[config.mk]
export PLATFORM = sky130hd
export DESIGN_NAME = ray_dispatcher
export DESIGN_NICKNAME = d
export VERILOG_FILES = /design/src/rtl/vector_pkg.sv /design/src/rtl/ray_dir_gen.sv /design/src/rtl/ray_dispatcher.sv
export SDC_FILE = /design/constraint.sdc
export NUM_CORES = 1
export LEC_CHECK = 0
export CAP_MARGIN = 20
export CORE_ASPECT_RATIO = 0.5
export CORE_MARGIN = 4
export CORE_UTILIZATION = 39
export DETAILED_ROUTE_END_ITERATION = 16
export HOLD_SLACK_MARGIN = 0.05
export PLACE_DENSITY = 0.7
export SLEW_MARGIN = 20
export SYNTH_ARGS = -nofsm -noshare
export SYNTH_HDL_FRONTEND = slang
export SYNTH_SLANG_ARGS = --single-unit
[constraint.sdc]
create_clock -name clk -period 16.45 [get_ports clk]
set_input_delay 2.4675 -clock clk [delete_from_list [all_inputs] [get_ports clk]]
set_output_delay 2.4675 -clock clk [all_outputs]
set_load 0.1 [all_outputs]
[src/rtl/vector_pkg.sv]
// Shared fixed-point vector types and helpers for the ray-marching pipeline.
// fp is signed Q8.24; add/sub wrap in 32 bits with no saturation.
package vector_pkg;

    typedef logic signed [31:0] fp;

    typedef struct packed {
        fp x;
        fp y;
        fp z;
    } vec3;

    typedef logic [15:0] pix_coord_t;

    localparam fp FP_ONE      = 32'sh01000000;
    localparam fp FP_MAX_DIST = 32'sh64000000;

    typedef enum logic [2:0] {
        ST_IDLE,
        ST_SETUP,
        ST_LAUNCH,
        ST_WAIT,
        ST_EMIT,
        ST_ADVANCE
    } disp_state_t;

    function automatic fp fp_add(input fp a, input fp b);
        return a + b;
    endfunction

    function automatic fp fp_sub(input fp a, input fp b);
        return a - b;
    endfunction

    // Elaboration-time only: n * step for parameter-derived constants.
    function automatic fp fp_scale(input int n, input fp step);
        return fp'(n) * step;
    endfunction

endpackage

[src/rtl/ray_dir_gen.sv]
// Pixel walker: owns the x/y counters and the u/v accumulators and presents
// the primary ray direction {u, v, FOCAL}. u/v advance incrementally by
// PIX_STEP, so no multiplier is built; U0/V0 are parameter-time constants.
module ray_dir_gen
    import vector_pkg::*;
#(
    parameter int          WIDTH    = 640,
    parameter int          HEIGHT   = 480,
    parameter logic [31:0] PIX_STEP = 32'h0000CCCD,
    parameter logic [31:0] FOCAL    = 32'h01000000
) (
    input  logic       clk,
    input  logic       rst,
    input  logic       init,
    input  logic       step,
    output pix_coord_t x,
    output pix_coord_t y,
    output logic       last_x,
    output logic       last_y,
    output vec3        rd
);

    localparam fp          STEP   = fp'(PIX_STEP);
    localparam fp          U0     = fp_sub(fp'(0), fp_scale(WIDTH / 2, STEP));
    localparam fp          V0     = fp_scale(HEIGHT / 2, STEP);
    localparam pix_coord_t X_LAST = pix_coord_t'(WIDTH - 1);
    localparam pix_coord_t Y_LAST = pix_coord_t'(HEIGHT - 1);

    fp    u;
    fp    v;
    logic primed;

    assign last_x = (x == X_LAST);
    assign last_y = (y == Y_LAST);

    // rd.z reads as zero until the first frame so the output matches reset.
    assign rd = {u, v, (primed ? fp'(FOCAL) : fp'(0))};

    // Raster walk: reload on init, step one pixel (or wrap to next row) on step.
    always_ff @(posedge clk or posedge rst) begin
        if (rst) begin
            x      <= '0;
            y      <= '0;
            u      <= '0;
            v      <= '0;
            primed <= 1'b0;
        end else if (init) begin
            x      <= '0;
            y      <= '0;
            u      <= U0;
            v      <= V0;
            primed <= 1'b1;
        end else if (step) begin
            if (!last_x) begin
                x <= x + 16'd1;
                u <= fp_add(u, STEP);
            end else if (!last_y) begin
                x <= '0;
                u <= U0;
                y <= y + 16'd1;
                v <= fp_sub(v, STEP);
            end
        end
    end

endmodule

[src/rtl/ray_dispatcher.sv]
// Ray dispatcher: walks the pixel grid, launches the marcher once per pixel,
// captures the returned distance and streams it out on a valid/ready port.
// Optional watchdog: define RAY_TIMEOUT_EN to bound the wait for march_done
// (TIMEOUT cycles) and expose a sticky timeout_flag.
module ray_dispatcher
    import vector_pkg::*;
#(
    parameter int          WIDTH    = 640,
    parameter int          HEIGHT   = 480,
    parameter logic [31:0] PIX_STEP = 32'h0000CCCD,
    parameter logic [31:0] FOCAL    = 32'h01000000,
    parameter int          TIMEOUT  = 4096
) (
    input  logic       clk,
    input  logic       rst,
    input  logic       frame_start,
    input  vec3        cam_pos,
    output logic       busy,
    output logic       march_start,
    output vec3        march_ro,
    output vec3        march_rd,
    input  logic       march_done,
    input  fp          march_distance,
    output logic       pix_valid,
    input  logic       pix_ready,
    output fp          pix_data,
    output pix_coord_t pix_x,
    output pix_coord_t pix_y,
    output logic       pix_sof,
    output logic       pix_eol
`ifdef RAY_TIMEOUT_EN
    ,
    output logic       timeout_flag
`endif
);

    if (TIMEOUT < 2) begin : g_timeout_check
        $error("ray_dispatcher: TIMEOUT must be at least 2");
    end

    disp_state_t state;
    disp_state_t state_next;

    pix_coord_t cur_x;
    pix_coord_t cur_y;
    logic       last_x;
    logic       last_y;
    logic       accept;
    logic       wait_first;
    logic       done_seen;
    logic       capture;

    ray_dir_gen #(
        .WIDTH   (WIDTH),
        .HEIGHT  (HEIGHT),
        .PIX_STEP(PIX_STEP),
        .FOCAL   (FOCAL)
    ) u_dir (
        .clk   (clk),
        .rst   (rst),
        .init  (accept),
        .step  (state == ST_ADVANCE),
        .x     (cur_x),
        .y     (cur_y),
        .last_x(last_x),
        .last_y(last_y),
        .rd    (march_rd)
    );

    assign accept = (state == ST_IDLE) && frame_start;

    // A done still high from the previous ray is visible in the first WAIT cycle.
    assign done_seen = (state == ST_WAIT) && !wait_first && march_done;

`ifdef RAY_TIMEOUT_EN
    localparam int CNT_W = $clog2(TIMEOUT + 1);

    logic [CNT_W-1:0] wait_cnt;
    logic             timed_out;

    assign timed_out = (state == ST_WAIT) && !done_seen && (wait_cnt == CNT_W'(TIMEOUT - 1));
    assign capture   = done_seen || timed_out;

    // Watchdog: counts WAIT cycles (0 in the first one) and latches a sticky flag.
    always_ff @(posedge clk or posedge rst) begin
        if (rst) begin
            wait_cnt     <= '0;
            timeout_flag <= 1'b0;
        end else begin
            wait_cnt <= (state == ST_WAIT) ? wait_cnt + 1'b1 : '0;
            if (accept) begin
                timeout_flag <= 1'b0;
            end else if (timed_out) begin
                timeout_flag <= 1'b1;
            end
        end
    end
`else
    assign capture = done_seen;
`endif

    // State register plus the first-WAIT-cycle marker.
    always_ff @(posedge clk or posedge rst) begin
        if (rst) begin
            state      <= ST_IDLE;
            wait_first <= 1'b0;
        end else begin
            state      <= state_next;
            wait_first <= (state == ST_LAUNCH);
        end
    end

    // Next-state decode; march_start and pix_valid are pure state decodes.
    always_comb begin
        state_next  = state;
        march_start = 1'b0;
        pix_valid   = 1'b0;
        case (state)
            ST_IDLE: begin
                if (frame_start) state_next = ST_SETUP;
            end
            ST_SETUP: begin
                state_next = ST_LAUNCH;
            end
            ST_LAUNCH: begin
                march_start = 1'b1;
                state_next  = ST_WAIT;
            end
            ST_WAIT: begin
                if (capture) state_next = ST_EMIT;
            end
            ST_EMIT: begin
                pix_valid = 1'b1;
                if (pix_ready) state_next = ST_ADVANCE;
            end
            ST_ADVANCE: begin
                state_next = (last_x && last_y) ? ST_IDLE : ST_SETUP;
            end
            default: begin
                state_next = ST_IDLE;
            end
        endcase
    end

    // Frame context and captured pixel; pix_* only change on capture.
    always_ff @(posedge clk or posedge rst) begin
        if (rst) begin
            busy     <= 1'b0;
            march_ro <= '0;
            pix_data <= '0;
            pix_x    <= '0;
            pix_y    <= '0;
            pix_sof  <= 1'b0;
            pix_eol  <= 1'b0;
        end else begin
            if (accept) begin
                busy     <= 1'b1;
                march_ro <= cam_pos;
            end else if ((state == ST_ADVANCE) && last_x && last_y) begin
                busy <= 1'b0;
            end
            if (capture) begin
`ifdef RAY_TIMEOUT_EN
                pix_data <= timed_out ? FP_MAX_DIST : march_distance;
`else
                pix_data <= march_distance;
`endif
                pix_x    <= cur_x;
                pix_y    <= cur_y;
                pix_sof  <= (cur_x == '0) && (cur_y == '0);
                pix_eol  <= last_x;
            end
        end
    end

endmodule
==> results.md <==
- Outcome: completed
- Initial antenna violation count: 0
- Setup TNS: 0 ns
- Final #Nets: 1683
- Pins Over Slew Limit: 0
- Share of the yosys chip area belonging to registers: a little under three fifths
- Pre-CTS setup slack: between 10 and 15 ns
- Critical path required time: 13.98 ns
- WL/cell: between 15 and 20 um
- Largest area contributor in the netlist: dfrtp_1
- PortBufs: 362
- TritonRoute pass-1 iters: 5
- MaxCap Viol Count: 0
- Yosys Warn Count: 0
- Gpl congestion: between 0.8 and 0.9
- R2R setup slack: between 10 and 15 ns
- Total number of vias: slightly above 10000
- # diodes: 0
- Resize count post-CTS: 0
- Critical Path Max Stage Delay: between 1 and 1.5 ns
- CTS root buffer: clkbuf_16
- Clock buffer depth: 3
- Clock skew: 0.02366 ns
- WHS Endpoint: march_ro[46]$_DFFE_PP0P_
- DP HPWL: 25.85 mm
- CP Max Fanout: 9
- Top post-synthesis cells by area: dfrtp_1 (55%), nand2_1 (11%), mux2_2 (6.1%), buf_4 (2.0%), clkbuf_1 (1.8%)
- Vias/cell: around 5.3
- Fmax: between 0.15 and 0.2 GHz
- Async SR Flop Fraction: between 90% and 100%
- Crit. End Element: output pin
- Prevailing post-synth register cell: dfrtp_1
- Critical path startpoint: state[1]$_DFFE_PP0P_
- Grt total ovfl: 0
- Core area: 30290 sq um
- CTS Buf Count: 25
- First-pass GRT wire length: 58.21 mm
- Slew @ Worst Pin: between 1 and 1.5 ns
- Unrepaired setup endpoints after global routing: no
- Mean Syn Cell Area: 9.888 sq um
- Initial DRC count: 671
- Floorplan die area: ~34000 sq um
- Reg-to-reg startpoint: u_dir.y[12]$_DFFE_PP0P_
- Commonest cells after routing, fill and taps aside: clkdlybuf4s50_1 (362), nand2_1 (337), dfrtp_1 (264), mux2_2 (65), nor2_1 (41)
- Commonest non-fill, non-tap cell in the layout: clkdlybuf4s50_1
- Crit-path slowest cell: clkdlybuf4s50_1
- DRT antenna net count: 0
- Num ports: ~390
- Num rows: 45
- Clock sink count: approximately 260
- Initial Util: around two fifths
- EDFF count, synth: 0
- Post-synth cell types: between 50 and 60
- Mapped Area: ~12000 sq um
- CTS tree: yes
- PnR worst setup slack: about 11 ns
- # H-tree levels: 1
- Final setup violation count: 0
- Synth top area share: 55.08%
- Crit path kind: flip-flop to output pin
- Hold Crit Class: flip-flop to flip-flop
- Post-Synthesis Cells: between 1000 and 1500
- Vias in the first global route: approximately 10000
- Critical Path Start Type: flip-flop
- Die width: about 260 um
- Layout cells sized above 1: about 8.3%
- Area Overhead vs Synth: 39.22%
- Hold depth: 2
- Residual DRC: 0
- Die Height: between 100 and 150 um
- Slew headroom: roughly 28%
- Quantity of hold-fixing buffers added after cts: 0
- Hold path start: march_ro[46]$_DFFE_PP0P_
- Final Critical Period: 5.157 ns
- Period utilisation layout: 31.35%
- CP Cell Sequence: nor2b_1, nor2b_1, clkdlybuf4s50_1
- Worst-Skew Late Latency: roughly 0.54 ns
- Post-CTS Repair Setup Buffers: 0
- Hold Violations, Final: 0
- Total Wirelength: between 30 and 40 mm
- #FFs+latches synth: between 200 and 300
- Largest net degree at the start of global routing: roughly 110
- Most frequent CP cell: nor2b_1
- Final Core Density: between 50% and 60%
- Arrival time of the worst setup path: roughly 2.7 ns
- FF-to-FF path depth: 5
- Reg clk slew, reported paths: ~0.060 ns
- Total GRT Usage: between 20% and 30%
- R2R Path End: u_dir.u[30]$_DFFE_PP0P_
## how the worst max path moves through the flow
stage / endpoint
after floorplan: busy$_DFFE_PP0P_
after global placement: pix_data[15]$_DFFE_PP0P_
after detailed placement: march_ro[72]$_DFFE_PP0P_
after CTS: march_start
after global routing: march_start
final: march_start
## logic make-up (layout without fill, tap and decap cells)
| family | Yosys count | count (layout) | synth area share, % |
|---|---|---|---|
| simple gates | 580 | 580 | 22.79 |
| flops | 264 | 264 | 55.08 |
| compound gates | 139 | 139 | 7.480 |
| buf+inv | 114 | 428 | 4.590 |
| mux | 73 | 73 | 6.770 |
| xor+xnor | 36 | 36 | 2.629 |
| fa+ha+maj | 6 | 6 | 0.6259 |
| other cells | 1 | 31 | 0.03127 |
## metal layers
layer | GRT usage (%) | part of all wire [%] | up-vias | routed length, um
li1 | - | - | 4820 | -
met1 | 26.73 | 41 | 5183 | 14940
met2 | 37.64 | 52 | 301 | 18960
met3 | 3.243 | 4.7 | 59 | 1691
met4 | 4.320 | 2.0 | 0 | 708
met5 | 0 | 0 | - | 0
## final cells by class
type                    instances  area [sq um]
well taps                     399         499.2
flip-flops and latches        264          6606
repair buffers                374          3721
inverters                      14         60.06
clock inverters                 7         138.9
fillers                      2636         13590
clock buffers                  33         695.7
multi-input cells             865          4977
## flip-flops by register name, summed over array words and instances, names as in the netlist
register      cells
busy              1
march_ro         96
pix_data         32
pix_eol           1
pix_sof           1
pix_x            16
pix_y            16
state             3
u_dir.primed      1
u_dir.u          32
u_dir.v          32
u_dir.x          16
u_dir.y          16
wait_first        1
## synth_stat cells (14+ instances only)
library cell  number
o21ai_0           37
buf_4             32
o31ai_1           23
nor4_1            30
or3_1             17
nor2_1            41
xnor2_1           21
nor3_1            14
a21oi_1           34
inv_1             14
or4_1             26
clkbuf_1          59
mux2_2            65
xor2_1            15
nand3_1           38
nand4_1           23
nand2_1          338
dfrtp_1          264
## worst max-delay path: cells and delay by family, from the launching register on
kind / cells / cell delay, ns
DFF: 1 / 0.53
buffers and inverters: 1 / 1.16
and+or+nand+nor: 2 / 0.46
## stage by stage
step / hold slack, ns / instances / instance area (sq um)
detailed placement: 0.4552 / 1916 / 15850
global route: 0.4887 / 1956 / 16700
CTS: 0.4735 / 1956 / 16680
floorplan: 0.4359 / 1243 / 12110
global placement: 0.4543 / 1916 / 15850
finish: 0.4715 / 1956 / 16700
Power is left out: the tool's default activity adds up to more than one toggle a clock period on the data nets, which glitch-free logic cannot reach.
